### config.mk
export PLATFORM = sky130hd
export DESIGN_NAME = ex_muldiv
export DESIGN_NICKNAME = d
export VERILOG_FILES = /design/src/rtl/ex_muldiv_pkg.sv /design/src/rtl/ex_muldiv_div.sv /design/src/rtl/ex_muldiv.sv
export SDC_FILE = /design/constraint.sdc
export NUM_CORES = 2
export LEC_CHECK = 0
export ABC_AREA = 1
export BUFFER_PORTS_ARGS = -buffer_cell sky130_fd_sc_hd__buf_2
export CELL_PAD_IN_SITES_DETAIL_PLACEMENT = 0
export CELL_PAD_IN_SITES_GLOBAL_PLACEMENT = 1
export CORE_MARGIN = 2
export CORE_UTILIZATION = 50
export CTS_BUF_LIST = sky130_fd_sc_hd__clkbuf_2 sky130_fd_sc_hd__clkbuf_4 sky130_fd_sc_hd__clkbuf_8
export CTS_CLUSTER_SIZE = 16
export DETAILED_ROUTE_END_ITERATION = 12
export PLACE_DENSITY = 0.89
export SYNTH_ARGS = -nofsm -noshare
export SYNTH_HDL_FRONTEND = slang
export SYNTH_SLANG_ARGS = --single-unit
### constraint.sdc
create_clock -name clk -period 9.6 [get_ports clk]
set_clock_uncertainty 0.1 [all_clocks]
set_input_delay 0 -clock clk [delete_from_list [all_inputs] [get_ports clk]]
set_output_delay 0 -clock clk [all_outputs]
set_load 0.02 [all_outputs]
### src/rtl/ex_muldiv_pkg.sv
// rtl/ex_muldiv_pkg.sv - shared types and constants for the RV32M multiply/divide unit
package ex_muldiv_pkg;

  localparam logic [31:0] DIV_ZERO_Q = 32'hFFFF_FFFF;
  localparam logic [31:0] INT_MIN    = 32'h8000_0000;

  typedef enum logic [1:0] {
    IDLE,
    MUL,
    DIV,
    DONE
  } md_state_e;

  typedef enum logic [2:0] {
    OP_MUL    = 3'b000,
    OP_MULH   = 3'b001,
    OP_MULHSU = 3'b010,
    OP_MULHU  = 3'b011,
    OP_DIV    = 3'b100,
    OP_DIVU   = 3'b101,
    OP_REM    = 3'b110,
    OP_REMU   = 3'b111
  } md_op_e;

  function automatic logic [31:0] neg_if(input logic neg, input logic [31:0] val);
    return neg ? (~val + 32'd1) : val;
  endfunction

endpackage

### src/rtl/ex_muldiv_div.sv
// rtl/ex_muldiv_div.sv - iterative unsigned restoring divider, one quotient bit per cycle
module ex_muldiv_div (
  input  logic        clk,
  input  logic        rst_n,
  input  logic        abort,
  input  logic        load,
  input  logic [31:0] dividend,
  input  logic [31:0] divisor,
  output logic [31:0] quotient,
  output logic [31:0] remainder,
  output logic        ready
);

  logic [31:0] quo_q;
  logic [31:0] rem_q;
  logic [31:0] dvs_q;
  logic [4:0]  cnt_q;
  logic        active_q;
  logic [32:0] partial;
  logic [32:0] diff;

  // Partial remainder shifted left by one with the next dividend bit;
  // a borrow out of bit 32 means the divisor did not fit.
  assign partial = {rem_q, quo_q[31]};
  assign diff    = partial - {1'b0, dvs_q};

  always_ff @(posedge clk) begin
    if (!rst_n) begin
      quo_q    <= '0;
      rem_q    <= '0;
      dvs_q    <= '0;
      cnt_q    <= '0;
      active_q <= 1'b0;
    end else if (abort) begin
      cnt_q    <= '0;
      active_q <= 1'b0;
    end else if (load) begin
      quo_q    <= dividend;
      rem_q    <= '0;
      dvs_q    <= divisor;
      cnt_q    <= '0;
      active_q <= 1'b1;
    end else if (active_q) begin
      if (diff[32]) begin
        rem_q <= partial[31:0];
        quo_q <= {quo_q[30:0], 1'b0};
      end else begin
        rem_q <= diff[31:0];
        quo_q <= {quo_q[30:0], 1'b1};
      end
      cnt_q <= cnt_q + 5'd1;
      if (cnt_q == 5'd31) active_q <= 1'b0;
    end
  end

  // High during the final step, so the caller can enter DONE on the same edge.
  assign ready     = active_q & (cnt_q == 5'd31);
  assign quotient  = quo_q;
  assign remainder = rem_q;

endmodule

### src/rtl/ex_muldiv.sv
// rtl/ex_muldiv.sv - EX-stage RV32M multiply/divide unit with stall request
module ex_muldiv
  import ex_muldiv_pkg::*;
#(
  parameter int XLEN = 32
) (
  input  logic            clk,
  input  logic            rst_n,
  input  logic            start,
  input  logic [2:0]      funct3,
  input  logic [XLEN-1:0] src_a,
  input  logic [XLEN-1:0] src_b,
  input  logic            flush,
  output logic            busy,
  output logic            done,
  output logic [XLEN-1:0] result
);

  md_state_e   state_q, state_d;
  logic [2:0]  op_q;
  logic [31:0] a_q, b_q, res_q;
  logic        special_q, neg_quo_q, neg_rem_q;

  logic        accept, signed_div, div_zero, div_ovf, special_in, div_load;
  logic [31:0] special_res, abs_a, abs_b;
  logic [31:0] div_quo, div_rem, quo_fix, rem_fix, mul_res;
  logic        div_ready;
  logic [32:0] a_ext, b_ext;
  logic signed [65:0] product;

  assign accept      = (state_q == IDLE) & start & ~flush;
  assign signed_div  = ~funct3[0];
  assign div_zero    = (src_b == '0);
  assign div_ovf     = signed_div & (src_a == INT_MIN) & (src_b == 32'hFFFF_FFFF);
  assign special_in  = div_zero | div_ovf;
  assign special_res = funct3[1] ? (div_zero ? src_a : 32'd0)
                                 : (div_zero ? DIV_ZERO_Q : INT_MIN);
  assign abs_a       = neg_if(signed_div & src_a[31], src_a);
  assign abs_b       = neg_if(signed_div & src_b[31], src_b);
  assign div_load    = accept & funct3[2] & ~special_in;

  ex_muldiv_div u_div (
    .clk       (clk),
    .rst_n     (rst_n),
    .abort     (flush),
    .load      (div_load),
    .dividend  (abs_a),
    .divisor   (abs_b),
    .quotient  (div_quo),
    .remainder (div_rem),
    .ready     (div_ready)
  );

  // 33-bit extension lets one signed multiplier cover all four MUL variants.
  assign a_ext   = {((op_q == OP_MULH) | (op_q == OP_MULHSU)) & a_q[31], a_q};
  assign b_ext   = {(op_q == OP_MULH) & b_q[31], b_q};
  assign product = $signed(a_ext) * $signed(b_ext);
  assign mul_res = (op_q == OP_MUL) ? product[31:0] : product[63:32];

  assign quo_fix = neg_if(neg_quo_q, div_quo);
  assign rem_fix = neg_if(neg_rem_q, div_rem);

  always_comb begin
    state_d = state_q;
    done    = 1'b0;
    case (state_q)
      IDLE: begin
        if (accept) begin
          if (!funct3[2])     state_d = MUL;
          else if (special_in) state_d = DONE;
          else                 state_d = DIV;
        end
      end
      MUL:  state_d = DONE;
      DIV:  if (div_ready) state_d = DONE;
      DONE: begin
        state_d = IDLE;
        done    = rst_n;
      end
      default: state_d = IDLE;
    endcase
    if (flush) state_d = IDLE;
  end

  always_ff @(posedge clk) begin
    if (!rst_n) begin
      state_q   <= IDLE;
      op_q      <= '0;
      a_q       <= '0;
      b_q       <= '0;
      res_q     <= '0;
      special_q <= 1'b0;
      neg_quo_q <= 1'b0;
      neg_rem_q <= 1'b0;
    end else begin
      state_q <= state_d;
      if (accept) begin
        op_q      <= funct3;
        a_q       <= src_a;
        b_q       <= src_b;
        res_q     <= special_res;
        special_q <= funct3[2] & special_in;
        neg_quo_q <= signed_div & (src_a[31] ^ src_b[31]);
        neg_rem_q <= signed_div & src_a[31];
      end
      if (state_q == MUL) res_q <= mul_res;
    end
  end

  assign result = (op_q[2] & ~special_q) ? (op_q[1] ? rem_fix : quo_fix) : res_q;
  assign busy   = rst_n & start & ~done & ~flush;

endmodule

==> impl_results.md <==
* LEAKAGE at 30.3 nW
* TritonCTS clock tree: done
* Max VDD drop at 0.104 mV
* Share of cells above drive strength 1 at 5.17%
* Dpl hpwl at 151 mm
* Number of global-route vias before repair at 49800
* Hold Fails Final Rpt at 0
* Sequential share of the synthesized area at 7.55%
* Syn avg cell area at 7.32 um^2
* Synth Flop Type: dfxtp_1
* Row count at 121
* Vias per cell at 5.44
* Max incr delay on CP at 0.87 ns
* Gr ovfl total at 0
* Clk slew on worst S/H paths at 0.06 ns
* Synth Register Bits at 206
* Cells after synthesis at 7467
* WHS at 0.126 ns
* Post-layout net count at 8893
* IO buf count at 104
* WL/cell at 21.0 um
* Synth top area share at 41.3%
* DR pass1 iterations at 6
* Die area at 112000 um^2
* GRT Util Overall at 34.2%
* Status: completed
* Setup TNS at 0 ns
* Worst-Margin Slew at 1.24 ns
* Final max-slew violation count at 0
* Final setup viols at 0
* H-Tree Depth at 2
* First-pass GRT wire length at 292 mm
* Root buf cell: clkbuf_8
* Gpl congestion at 1.02
* Design Area, Final at 58200 um^2
* Min Clock Period, post-route at 9.26 ns
* Top Ports at 105
* DP Area at 56200 um^2
* Crit Path Max Fanout at 22
* Final WS setup at 0.339 ns
* DR iter-0 viols at 4287
* Worst EP required at 10.03 ns
* Vert. Die Dim at 335 um
* Synth area leader: fa_1
* Clock Path Buffers at 3
* Vias at 48400
* Clk_lat worst skew at 0.65 ns
* Area contributors post-synth: fa_1, nand2_1, inv_1, dfxtp_1, ha_1
* Clock sink count at 206
* Post-synth EDFFs at 0
* Non-Filler Instances at 8887
* Starting density of the core at 50.3%
* Setup CP Type: reg2reg
* Slew Limit Headroom at 17.2%
* Netlist cell types at 55
* CTS Buf Count at 43
* Largest net degree at the start of global routing at 91
* Synth Net Count at 8919
* Fillers at 10500
* Dpl ws at 0.436 ns
* Final Util at 53.6%
* Async set-or-reset flop fraction in the synthesized netlist at 0%
* Pwr dens at 105 nW/um^2
* Area Overhead vs Synth at 6.52%
* CORE AREA at 109000 um^2
* Worst Path Arrival at 9.69 ns
* Max Cap Viol at 0
* CP Capture Type: flip-flop
* Worst hold-check path type: in2reg
* Post-route antenna net violation count at 0
* Die W at 335 um
* Synth warnings at 0
* Post-synthesis cell area at 54600 um^2
* Fin crit share at 96.5%
* Routed WL at 187 mm
* Setup crit start kind: flip-flop
* Cells after DPL at 8713
* DRC violations left at 0
* Fmax at 0.108 GHz
* Slowest stage cell, crit path: fa_1
* Initial antenna violation count at 4
* Final Total Pwr at 6.13 mW
[Yosys cell counts (4+ instances only)]
| master | count |
|---|---|
| a21boi_0 | 5 |
| a21o_1 | 11 |
| a21oi_1 | 348 |
| a21oi_2 | 4 |
| a31oi_1 | 43 |
| buf_1 | 10 |
| buf_2 | 11 |
| buf_4 | 10 |
| buf_6 | 8 |
| clkbuf_1 | 339 |
| dfxtp_1 | 206 |
| fa_1 | 1126 |
| ha_1 | 255 |
| inv_1 | 1873 |
| inv_2 | 14 |
| nand2_1 | 1880 |
| nand2_2 | 9 |
| nand3_1 | 252 |
| nand3_2 | 4 |
| nand3b_1 | 10 |
| nand4_1 | 56 |
| nor2_1 | 427 |
| nor2_2 | 11 |
| nor3_1 | 30 |
| nor3_2 | 8 |
| nor4_1 | 15 |
| o211ai_1 | 16 |
| o21a_1 | 7 |
| o21ai_0 | 291 |
| o21ai_1 | 12 |
| o21bai_1 | 23 |
| o31ai_1 | 4 |
| or2_2 | 21 |
| xnor2_1 | 30 |
| xor2_1 | 68 |
[placed cells by master (no fill, tap or decap), types with 43 or more instances in the layout]
cell	n
fa_1	1126
nand2_1	1880
nand3_1	252
buf_4	109
ha_1	255
nand4_1	56
inv_1	1870
xor2_1	68
dfxtp_1	200
buf_2	103
a31oi_1	43
o21ai_0	291
clkbuf_8	49
nor2_1	425
dlygate4sd3_1	93
a21oi_1	348
[kinds of logic (layout without fill, tap and decap cells)]
| kind of cell | after synthesis | in the layout | share of synthesized area [%] |
|---|---|---|---|
| and+or+nand+nor | 2736 | 2736 | 20.3 |
| buffers and inverters | 2268 | 2273 | 15.8 |
| adders and majority gates | 1381 | 1381 | 47.1 |
| AOI/OAI and AO/OA | 778 | 778 | 7.66 |
| DFF | 206 | 206 | 7.55 |
| xor gates and xnor gates | 98 | 98 | 1.57 |
| other | 0 | 1 | 0 |
[where the power goes]
part / internal (mW) / leakage, nW / total (mW) / switching (mW)
registers: 0.912 / 1.69 / 1.06 / 0.151
clock network: 0.648 / 0.517 / 1.13 / 0.483
logic: 1.27 / 28.1 / 3.93 / 2.66
[critical path: cells and delay by family, from the launching register on]
family          cells  cell delay (ns)
fa+ha+maj           9             5.18
simple gates       14             1.76
buf+inv            11             1.50
flops               1             0.32
compound gates      1             0.24
[metal layers]
| layer | global-route usage [%] | vias up | routed length (um) |
|---|---|---|---|
| li1 | - | 21800 | - |
| met1 | 44.3 | 24000 | 74200 |
| met2 | 55.9 | 2070 | 86900 |
| met3 | 5.06 | 509 | 14500 |
| met4 | 17.5 | 2 | 11300 |
| met5 | 0 | - | 13 |
[sequential cells by signal (all words and copies together), names as in the netlist, 2 cells and up]
signal and count:
op_q 3, b_q 32, u_div.quotient 32, res_q 32, u_div.cnt_q 5, state_q 2, u_div.dvs_q 32, u_div.remainder 32
a_q 32
[cell type report]
class	count	area (um^2)	share of cell area, %
multi-input combinational	4993	41900	72.0
inverter	1890	7100	12.2
sequential	206	4130	7.10
timing repair buffer	307	2300	3.96
tap	1414	1770	3.04
clock buffer	60	757	1.30
clock inverter	16	226	0.389
antenna	1	2.50	0.00430
[timing repair]
action,in CTS,in global routing
endpoints found under the hold margin,174,0
buffers inserted,0,4
hold buffers,93,0
resized for setup,0,2
endpoints found under the setup margin,0,9
[final timing paths]
| path | start | to | slack [ns] | cells after the start |
|---|---|---|---|---|
| worst min-delay path | src_b[21] | b_q[21]$_SDFFE_PN0P_ | 0.13 | 4 |
| worst max-delay path | op_q[2]$_SDFFE_PN0P_ | res_q[21]$_SDFFE_PN0P_ | 0.34 | 35 |
| worst min register to register | u_div.cnt_q[4]$_SDFFE_PP0P_ | u_div.cnt_q[4]$_SDFFE_PP0P_ | 0.37 | 2 |
| worst max register to register | op_q[2]$_SDFFE_PN0P_ | res_q[21]$_SDFFE_PN0P_ | 0.34 | 35 |
(Power assumes the default switching activity.)
